## src/rtl/half_arb_pkg.sv

```systemverilog
// Shared types and helpers for the fp16 adder arbiter.
// Latency: n/a (types and constant functions only).
// Backpressure: n/a.
package half_arb_pkg;

    typedef logic [15:0] half_t;

    localparam half_t FP16_POS_ZERO = 16'h0000;
    localparam half_t FP16_NEG_ZERO = 16'h8000;

    // Width of a requester index. A single-bit tag is kept even for one requester
    // so that tag vectors never collapse to zero width.
    function automatic int tag_w(input int nreq);
        return (nreq < 2) ? 1 : $clog2(nreq);
    endfunction

endpackage

```

## src/rtl/half_arb_tag_fifo.sv

```systemverilog
// In-order FIFO of requester tags for adds issued but not yet returned.
// Latency: pop_dat shows the head combinationally; push is visible one cycle later.
// Backpressure: push ignored when full, pop ignored when empty; caller gates both.
module half_arb_tag_fifo #(
    parameter int W     = 2,
    parameter int DEPTH = 8
) (
    input  logic         clk,
    input  logic         rstn,
    input  logic         push,
    input  logic [W-1:0] push_dat,
    input  logic         pop,
    output logic [W-1:0] pop_dat,
    output logic         empty,
    output logic         full
);

    localparam int AW = $clog2(DEPTH);

    logic [W-1:0] mem_q [DEPTH];
    logic [AW:0]  wr_q;
    logic [AW:0]  rd_q;

    // Pointers carry one wrap bit so equal indices can be told apart as full vs empty.
    assign empty   = (wr_q == rd_q);
    assign full    = (wr_q[AW] != rd_q[AW]) && (wr_q[AW-1:0] == rd_q[AW-1:0]);
    assign pop_dat = mem_q[rd_q[AW-1:0]];

    // Storage needs no reset: a slot is only read after it has been written.
    always_ff @(posedge clk) begin
        if (push && !full) begin
            mem_q[wr_q[AW-1:0]] <= push_dat;
        end
    end

    // Pointer update; reset discards every queued tag.
    always_ff @(posedge clk) begin
        if (!rstn) begin
            wr_q <= '0;
            rd_q <= '0;
        end else begin
            if (push && !full) begin
                wr_q <= wr_q + 1'b1;
            end
            if (pop && !empty) begin
                rd_q <= rd_q + 1'b1;
            end
        end
    end

endmodule

```

## src/rtl/half_add_arbiter.sv

```systemverilog
// Round-robin share of one pipelined fp16 adder among NREQ requesters, tags routing sums back.
// Latency: accept -> add_in_valid 1 cycle; add_out_valid -> resp_valid 1 cycle (adder latency + 2 total).
// Backpressure: req_ready drops while MAX_INFLIGHT adds are outstanding; responses cannot be stalled.
// Optional: define HALF_ARB_STATS_EN to add the grant_cnt per-requester accept counters.
module half_add_arbiter
    import half_arb_pkg::*;
#(
    parameter int NREQ         = 4,
    parameter int MAX_INFLIGHT = 8
) (
    input  logic                  clk,
    input  logic                  rstn,
    input  logic  [NREQ-1:0]      req_valid,
    output logic  [NREQ-1:0]      req_ready,
    input  half_t [NREQ-1:0]      req_a,
    input  half_t [NREQ-1:0]      req_b,
    output logic  [NREQ-1:0]      resp_valid,
    output half_t                 resp_c,
    output logic                  add_in_valid,
    output half_t                 add_a,
    output half_t                 add_b,
    input  logic                  add_out_valid,
    input  half_t                 add_c,
    output logic                  err_unexp
`ifdef HALF_ARB_STATS_EN
    ,
    output logic  [NREQ-1:0][15:0] grant_cnt
`endif
);

    localparam int TW = tag_w(NREQ);
    localparam int CW = $clog2(MAX_INFLIGHT + 1);
    localparam logic [CW-1:0] MAX_CNT = CW'(MAX_INFLIGHT);

    logic [TW-1:0]   last_grant_q;
    logic [TW-1:0]   gnt_idx;
    logic [NREQ-1:0] gnt;
    logic            gnt_found;
    logic            slot_free;
    logic            accept;

    logic [CW-1:0]   inflight_q;
    logic [CW-1:0]   inflight_d;

    logic            add_in_valid_q;
    half_t           add_a_q;
    half_t           add_b_q;

    logic [NREQ-1:0] resp_valid_q;
    logic [NREQ-1:0] resp_valid_d;
    half_t           resp_c_q;
    logic            err_q;

    logic            fifo_empty;
    logic            fifo_full;
    logic [TW-1:0]   ret_tag;
    logic            ret_ok;
    logic            ret_bad;

    // A full window blocks grants even when a return lands in the same cycle;
    // the freed slot becomes usable one cycle later.
    assign slot_free = (inflight_q < MAX_CNT);

    // Round-robin: first pass looks above the last winner, second pass wraps to 0.
    always_comb begin
        gnt       = '0;
        gnt_idx   = last_grant_q;
        gnt_found = 1'b0;
        if (slot_free) begin
            for (int i = 0; i < NREQ; i++) begin
                if (!gnt_found && req_valid[i] && (TW'(i) > last_grant_q)) begin
                    gnt_found = 1'b1;
                    gnt[i]    = 1'b1;
                    gnt_idx   = TW'(i);
                end
            end
            for (int i = 0; i < NREQ; i++) begin
                if (!gnt_found && req_valid[i] && (TW'(i) <= last_grant_q)) begin
                    gnt_found = 1'b1;
                    gnt[i]    = 1'b1;
                    gnt_idx   = TW'(i);
                end
            end
        end
    end

    // Nothing is granted while reset is held, whatever the requesters present.
    assign req_ready = rstn ? gnt : '0;
    assign accept    = |(req_valid & req_ready);

    // A return with no outstanding tag is flagged, never routed.
    assign ret_ok  = add_out_valid && !fifo_empty;
    assign ret_bad = add_out_valid &&  fifo_empty;

    half_arb_tag_fifo #(
        .W     (TW),
        .DEPTH (MAX_INFLIGHT)
    ) u_tag_fifo (
        .clk      (clk),
        .rstn     (rstn),
        .push     (accept),
        .push_dat (gnt_idx),
        .pop      (ret_ok),
        .pop_dat  (ret_tag),
        .empty    (fifo_empty),
        .full     (fifo_full)
    );

    // Outstanding count: accept and return in the same cycle cancel out.
    always_comb begin
        inflight_d = inflight_q;
        if (accept && !ret_ok) begin
            inflight_d = inflight_q + 1'b1;
        end else if (!accept && ret_ok) begin
            inflight_d = inflight_q - 1'b1;
        end
    end

    // Expand the returning tag into the one-hot response strobe.
    always_comb begin
        resp_valid_d = '0;
        for (int i = 0; i < NREQ; i++) begin
            resp_valid_d[i] = ret_ok && (ret_tag == TW'(i));
        end
    end

    // Issue stage: capture the winner's operands untouched; they hold when idle.
    always_ff @(posedge clk) begin
        if (!rstn) begin
            last_grant_q   <= TW'(NREQ - 1);
            add_in_valid_q <= 1'b0;
            add_a_q        <= FP16_POS_ZERO;
            add_b_q        <= FP16_POS_ZERO;
        end else begin
            add_in_valid_q <= accept;
            if (accept) begin
                last_grant_q <= gnt_idx;
                add_a_q      <= req_a[gnt_idx];
                add_b_q      <= req_b[gnt_idx];
            end
        end
    end

    // Return stage: one-cycle strobe to the owner, sum held on the shared bus.
    always_ff @(posedge clk) begin
        if (!rstn) begin
            resp_valid_q <= '0;
            resp_c_q     <= FP16_POS_ZERO;
        end else begin
            resp_valid_q <= resp_valid_d;
            if (ret_ok) begin
                resp_c_q <= add_c;
            end
        end
    end

    // Outstanding-add counter and sticky unexpected-return flag.
    always_ff @(posedge clk) begin
        if (!rstn) begin
            inflight_q <= '0;
            err_q      <= 1'b0;
        end else begin
            inflight_q <= inflight_d;
            if (ret_bad) begin
                err_q <= 1'b1;
            end
        end
    end

    assign add_in_valid = add_in_valid_q;
    assign add_a        = add_a_q;
    assign add_b        = add_b_q;
    assign resp_valid   = resp_valid_q;
    assign resp_c       = resp_c_q;
    assign err_unexp    = err_q;

`ifdef HALF_ARB_STATS_EN
    logic [NREQ-1:0][15:0] grant_cnt_q;

    // Per-requester accept counters, saturating instead of wrapping.
    always_ff @(posedge clk) begin
        if (!rstn) begin
            grant_cnt_q <= '0;
        end else begin
            for (int i = 0; i < NREQ; i++) begin
                if (req_valid[i] && req_ready[i] && (grant_cnt_q[i] != 16'hFFFF)) begin
                    grant_cnt_q[i] <= grant_cnt_q[i] + 16'd1;
                end
            end
        end
    end

    assign grant_cnt = grant_cnt_q;
`endif

endmodule
```

## config.mk

```make
export PLATFORM = sky130hd
export DESIGN_NAME = half_add_arbiter
export DESIGN_NICKNAME = d
export VERILOG_FILES = /design/src/rtl/half_arb_pkg.sv /design/src/rtl/half_arb_tag_fifo.sv /design/src/rtl/half_add_arbiter.sv
export SDC_FILE = /design/constraint.sdc
export NUM_CORES = 1
export LEC_CHECK = 0
export BUFFER_PORTS_ARGS = -buffer_cell sky130_fd_sc_hd__buf_2
export CAP_MARGIN = 20
export CORE_ASPECT_RATIO = 1.2
export CORE_MARGIN = 2
export CORE_UTILIZATION = 49
export CTS_BUF_LIST = sky130_fd_sc_hd__clkbuf_4 sky130_fd_sc_hd__clkbuf_8
export CTS_CLUSTER_DIAMETER = 40
export DETAILED_ROUTE_END_ITERATION = 10
export MAX_ROUTING_LAYER = met4
export PLACE_DENSITY = 0.92
export SKIP_CTS_REPAIR_TIMING = 1
export SLEW_MARGIN = 15
export SYNTH_ARGS = -nofsm -noshare
export SYNTH_HDL_FRONTEND = slang
export SYNTH_SLANG_ARGS = --single-unit
```

## constraint.sdc

```tcl
create_clock -name clk -period 3 [get_ports clk]
set_clock_uncertainty 0.2 [all_clocks]
set_input_delay 0.3 -clock clk [delete_from_list [all_inputs] [get_ports clk]]
set_output_delay 0.3 -clock clk [all_outputs]
set_load 0.01 [all_outputs]
```

Word-level counts from Yosys, hierarchy flattened
Memory sizes are Yosys's and may differ from the RTL's. A register that Yosys moved wholly into a read port is not among the register bits. Cells that the tools add are included.

Bits in registers: 68. Bits in writable memories: 16. Input bits: 151. Output and inout port bits: 58. Logic and storage cells: 114. Memories kept: 1.

Memory list: u_tag_fifo.mem_q (words 8, bits a word 2, rd ports 1, clocked after Yosys merged registers in 1, wr ports 1, RTL line half_arb_tag_fifo.sv:20) `logic [W-1:0] mem_q [DEPTH];`.

$add $sub $neg: 4. Order comparisons: 10. Equal/unequal tests: 6. Muxes and demuxes: 42. Bitwise gates (word level): 1. Reductions and logical operators: 40.

Operator list (number): binary-select mux 16 bit (select 2 bit) (2); two-way mux 16 bit (2); logical AND 1 bit (26); two-way mux 1 bit (23); two-way mux 2 bit (9); two-way mux 4 bit (4); adder 4 x 1 -> 4 bit (second input constant) (3); logical NOT 1 bit (11); two-way mux 3 bit (2); bitwise AND 4 bit (1); equality test 2 bit (second input constant) (2); equality test 4 bit (1); greater-than comparator 1 x 2 -> 1 bit (first input constant) (2); greater-than comparator 2 bit (first input constant) (2); <= comparator 1 x 2 -> 1 bit (first input constant) (2); <= comparator 2 bit (first input constant) (2); < comparator 4 bit (second input constant) (1); OR reduction 4 bit (1); subtractor 4 x 1 -> 4 bit (second input constant) (1); equality test 3 bit (1); < comparator 2 x 3 -> 1 bit (second input constant) (1); equality test 2 x 1 -> 1 bit (second input constant) (1); logical NOT 2 bit (1); nonzero test 2 bit (1); != test 1 bit (1).

Logic depth before layout (Yosys ltp)
Word-level depth: 46. Gate-level depth with buffers: 13. Mapped depth without buffers: 11.

Cells and area by module
Synthesis repeated with hierarchy kept, for this count alone.

Cells, all modules: 493. Area total of the unflattened synthesis: 4858.4 µm².

Modules (own cells, without submodules): half_add_arbiter (instances 1, cells an instance 388, area each 3479.6 µm², seq. area each 1201.2 µm²); half_arb_tag_fifo (instances 1, cells an instance 105, area each 1378.8 µm², seq. area each 700.7 µm²).

Least setup slack after synthesis
No wires, ideal clock.

Path type: flip-flop to flip-flop. From: register u_tag_fifo.wr_q[3]. To: register inflight_q[3]. Setup time: 0.070 ns. Data arrival time: 2.540 ns. Data required time: 2.730 ns. Setup slack: 0.189 ns. Stages on the path, launching flop included: 13. Path buffers: 1. Clock period less this slack: 2.811 ns. Path through: dfxtp_1 > xnor2_1 > a41oi_2 > inv_2 > buf_2 > ha_1 > inv_1 > ha_1 > a21o_1 > a21oi_1 > xnor2_1 > or3_1 > a21oi_1.

Cells in the longest elaborated chain, start to end: 6. Elaborated cells between the ends (all ways): 8. Classes of those cells: eq/ne: 1; mux: 1; reduce/logical: 6.

RTL lines: start: declaration (RTL line half_arb_tag_fifo.sv:21) `logic [AW:0] wr_q;`; start signal: assignment (RTL line half_arb_tag_fifo.sv:43) `wr_q <= wr_q + 1'b1;`; equality test 4 bit * (RTL line half_arb_tag_fifo.sv:25) `assign empty = (wr_q == rd_q);`; logical NOT 1 bit * (RTL line half_add_arbiter.sv:92) `assign ret_ok = add_out_valid && !fifo_empty;`; logical AND 1 bit * (RTL line half_add_arbiter.sv:92); logical NOT 1 bit (RTL line half_add_arbiter.sv:112) `if (accept && !ret_ok) begin`; logical AND 1 bit (RTL line half_add_arbiter.sv:112); two-way mux 4 bit / nonzero test 2 bit (equally long branches); end signal: assignment (RTL line half_add_arbiter.sv:163) `inflight_q <= inflight_d;`; end: declaration (RTL line half_add_arbiter.sv:42) `logic [CW-1:0] inflight_q;`.

Mark *: on every way between the ends. The rest lies on a longest branch, timed or not. A chain may end at the register's enable or synchronous reset.

Final worst setup path
From: register inflight_q[3]. To: register inflight_q[3].

Cells in the longest elaborated chain, start to end: 8. Elaborated cells between the ends (all ways): 13. Classes of those cells: add/sub: 2; order compare: 1; mux: 4; bitwise: 1; reduce/logical: 5.

RTL lines: < comparator 4 bit * (RTL line half_add_arbiter.sv:62) `assign slot_free = (inflight_q < MAX_CNT);`; two-way mux 4 bit * (RTL line half_add_arbiter.sv:69) `if (slot_free) begin`; two-way mux 4 bit * (RTL line half_add_arbiter.sv:88) `assign req_ready = rstn ? gnt : '0;`; bitwise AND 4 bit * (RTL line half_add_arbiter.sv:89) `assign accept = |(req_valid & req_ready);`; OR reduction 4 bit * (RTL line half_add_arbiter.sv:89); net accept (RTL line half_add_arbiter.sv:40) `logic accept;`; logical NOT 1 bit (RTL line half_add_arbiter.sv:114) `end else if (!accept && ret_ok) begin`; logical AND 1 bit (RTL line half_add_arbiter.sv:114); nonzero test 2 bit (no line).

The timed path passes the listed nets; every way through them passes the cells marked *. The select of a mux whose other input is x is not followed.

==> out/qor.csv <==
stage,metric,value,unit
status,outcome,"complete, but fails checks",
status,violations,hold timing,
sta,hold_violations,3,
worst_setup_path,required,3.09,ns
power_and_ir_drop,pwr-share-comb,0.495,
synth,synth_xor_xnor_area_share,0.02331,
grt,first_global_vias,4236,
worst_setup_path,worst_setup_path_start_kind,flip-flop,
power_and_ir_drop,powerDensity,908.4,mW/mm²
cells_and_area,syn_to_final_growth,30.16,%
detailed_routing,drc_errors,0,
grt,grt_max_degree,40,
synth,synth_edf_count,16,
cells_and_area,fillers,701,
detailed_routing,dr.pass1.iters,5,
sta,relSlewSlack,0.6291,
synth,synthAdderAreaFrac,0.01831,
floorplanning,placementRows,38,
synth,ys_ff_latch,87,
worst_setup_path,endpoint_kind,flip-flop,
floorplanning,die_width,91.57,µm
worst_setup_path,crit_chain,nand2b_1 > nor2_8 > ha_1 > inv_1 > ha_1 > a21o_1 > a21oi_1 > xnor2_1 > or3_1 > a21oi_1,
synth,yosys.area_share.simple,0.1379,
place,port_buffers,208,
worst_hold_path,hold_path_class,in -> reg,
place,placed_cells,763,
sta,fin_crit_sh,0.9209,
synth,syn_area,0.004509,mm²
sta,grt_setup_unrepaired,no,
synth,synthMuxAreaShare,0.1332,
sta,holdWs,-0.01945,ns
cts,htree_levels,3,
sta,max_clock_freq,361.9,MHz
detailed_routing,drtIter0Drc,234,
detailed_routing,wirelength,13270,µm
detailed_routing,num_vias,4397,
place,post-place-ws,0.1787,ns
cells_and_area,final_common_cell,buf_2,
worst_setup_path,cp_max_fo,10,
floorplanning,start_util,0.5018,
cts,clk_latency,0.36,ns
synth,yosysTopAreaCellShare,0.3152,
sta,fin_crit,2.763,ns
cts,root_buffer,clkbuf_8,
synth,syn_area_per_cell,9.846,µm²
synth,ys_warn_count,0,
grt,grt_pass1_wl,19950,µm
detailed_routing,detail_route.wl_per_cell,16.77,µm
sta,tightest_slew,0.5564,ns
power_and_ir_drop,p_total,5.332,mW
grt,overflow,0,
synth,ys_seq_area_frac,0.4218,
place,gp_congestion,0.8708,
synth,synth_cells,458,
synth,synth-async-reset-ratio,0,
sta,fin_tns_setup,0,ns
cells_and_area,mostFrequentLayoutCells,"buf_2 (208), nand2_1 (71), dfxtp_1 (71), a21oi_1 (64), mux2i_1 (51)",
cts,numCtsBuffers,9,
cts,clockBufferDepth,2,
floorplanning,coreArea,0.008986,mm²
place,hpwl,9859,µm
synth,yosys_most_used_dff,dfxtp_1,
power_and_ir_drop,peakVddDrop,0.5314,mV
worst_setup_path,worstPathArrival,2.85,ns
synth,syn_nets,615,
worst_setup_path,critPathKind,reg -> reg,
cts,cts.clk_slew.worst_paths,0.09,ns
sta,slew_viol_final,0,
cells_and_area,fin_cells,791,
floorplanning,die_area,0.009989,mm²
grt,grt_usage,0.2618,
sta,setup_viol,0,
synth,synth-compound-area-share,0.2056,
power_and_ir_drop,p_int,3.139,mW
floorplanning,io_pins,209,
synth,synth.distinct_cells,52,
cells_and_area,nNetsFinal,822,
power_and_ir_drop,switching_power,2.193,mW
power_and_ir_drop,power.share.sequential,0.344,
power_and_ir_drop,clock_power_share,0.160,
place,place_area,0.005550,mm²
grt,met1_usage,0.3047,
power_and_ir_drop,power.leakage,2.660,nW
synth,synth_top_family_by_area,compound AO/OA/AOI/OAI gates,
worst_setup_path,cp_slowest_stage_delay,0.55,ns
cts,cts_tree,done,
grt,use_met2,0.4485,
floorplanning,die-height,109.1,µm
cells_and_area,layout-drive-gt1-share,0.4045,
power_and_ir_drop,swShare,0.4114,
detailed_routing,antenna_left,0,
cells_and_area,postLayoutCellArea,0.005869,mm²
job,cap_violations,0,
cts,cts_sinks,87,
worst_setup_path,cp_slowest_cell,dfxtp_1,
synth,synth_top_cell_by_area,dfxtp_1,
grt,busiest_layer,met2,
grt,grtUsageMet3,0.05598,
grt,antenna_found_initial,1,
detailed_routing,vias_per_cell,5.559,
sta,finalWorstSetupSlack,0.2372,ns
synth,yosys-top-cells-area,"dfxtp_1 (32%), mux2i_1 (11%), edfxtp_1 (11%)",
## sequential cells by signal, summed over array words and instances (netlist names), named ones only
signal and count:
add_a 16, add_b 16, resp_c 16, u_tag_fifo.mem_q 16, inflight_q 4, resp_valid 4, u_tag_fifo.rd_q 4, u_tag_fifo.wr_q 4
last_grant_q 2, add_in_valid 1, err_unexp 1
## stage by stage
step	hold slack, ns	utilization
after floorplan	0.1718	-
after detailed placement	0.2473	0.6177
final	-0.01945	0.6532
after CTS	-0.03864	0.6406
after global placement	0.2385	0.6177
after global routing	-0.001093	0.6532
## critical path, delay by kind of cell (launching register included)
kind / cells / cell delay, ns
and+or+nand+nor: 3 / 0.70
AOI/OAI and AO/OA: 3 / 0.52
DFF: 1 / 0.55
buffers and inverters: 1 / 0.12
adders and majority gates: 2 / 0.49
xor gates and xnor gates: 1 / 0.10
## power groups by stage
| stage | sequential, mW | combinational (mW) | clock (mW) |
|---|---|---|---|
| 2_1_floorplan | 1.91 | 1.91 | 0 |
| 3_3_place_gp | 1.83 | 2.50 | 0 |
| 3_5_place_dp | 1.84 | 2.62 | 0 |
| 4_1_cts | 1.83 | 2.63 | 0.865 |
| 5_1_grt | 1.88 | 2.89 | 0.911 |
| 6_report | 1.84 | 2.64 | 0.855 |
## per-layer routing
metal / share of wire / vias up
met5: 0 / -
met2: 0.51 / 231
met1: 0.39 / 2060
met4: 0.020 / 0
met3: 0.082 / 24
li1: - / 2082
## synth_stat cells (2+ instances only)
cell type / n
nor2_1: 28
nor2b_1: 2
o21ai_1: 4
buf_2: 17
clkbuf_1: 3
dfxtp_1: 71
o21ai_0: 7
inv_1: 8
o221ai_1: 13
ha_1: 5
nor3_1: 7
inv_2: 2
edfxtp_1: 16
buf_6: 7
xnor2_1: 7
nor4_1: 2
mux4_2: 4
nand2_4: 2
nand2_1: 71
buf_4: 5
xor2_1: 5
o22ai_1: 2
o221ai_2: 19
and3_1: 2
mux2i_1: 51
nand3_1: 5
nand2b_1: 4
or3_1: 2
a21oi_1: 64
## logic make-up (layout without fill, tap and decap cells)
kind of cell,Yosys count,in the layout
xor gates and xnor gates,12,12
and+or+nand+nor,134,134
other,0,1
AOI/OAI and AO/OA,121,121
adders and majority gates,6,6
buffers and inverters,43,255
muxes,55,55
DFF,87,87
## layout make-up
class / instances / area (µm²) / share of cell area
inverter: 10 / 37.54 / 0.006395
sequential: 87 / 1902 / 0.3240
clock inverter: 6 / 75.07 / 0.01279
timing repair buffer: 229 / 1226 / 0.2089
tap: 120 / 150.1 / 0.02558
multi-input combinational: 328 / 2345 / 0.3995
clock buffer: 10 / 131.4 / 0.02238
antenna: 1 / 2.502 / 0.0004263
## final timing paths
check | start | to | slack (ns) | cells after the start
hold / removal | add_c[12] | resp_c[12] | -0.02 | 3
hold reg to reg | resp_c[4] | resp_c[4] | 0.26 | 2
setup reg to reg | inflight_q[3] | inflight_q[3] | 0.24 | 10
setup / recovery | inflight_q[3] | inflight_q[3] | 0.24 | 10
Power figures use the tool's default switching activity.
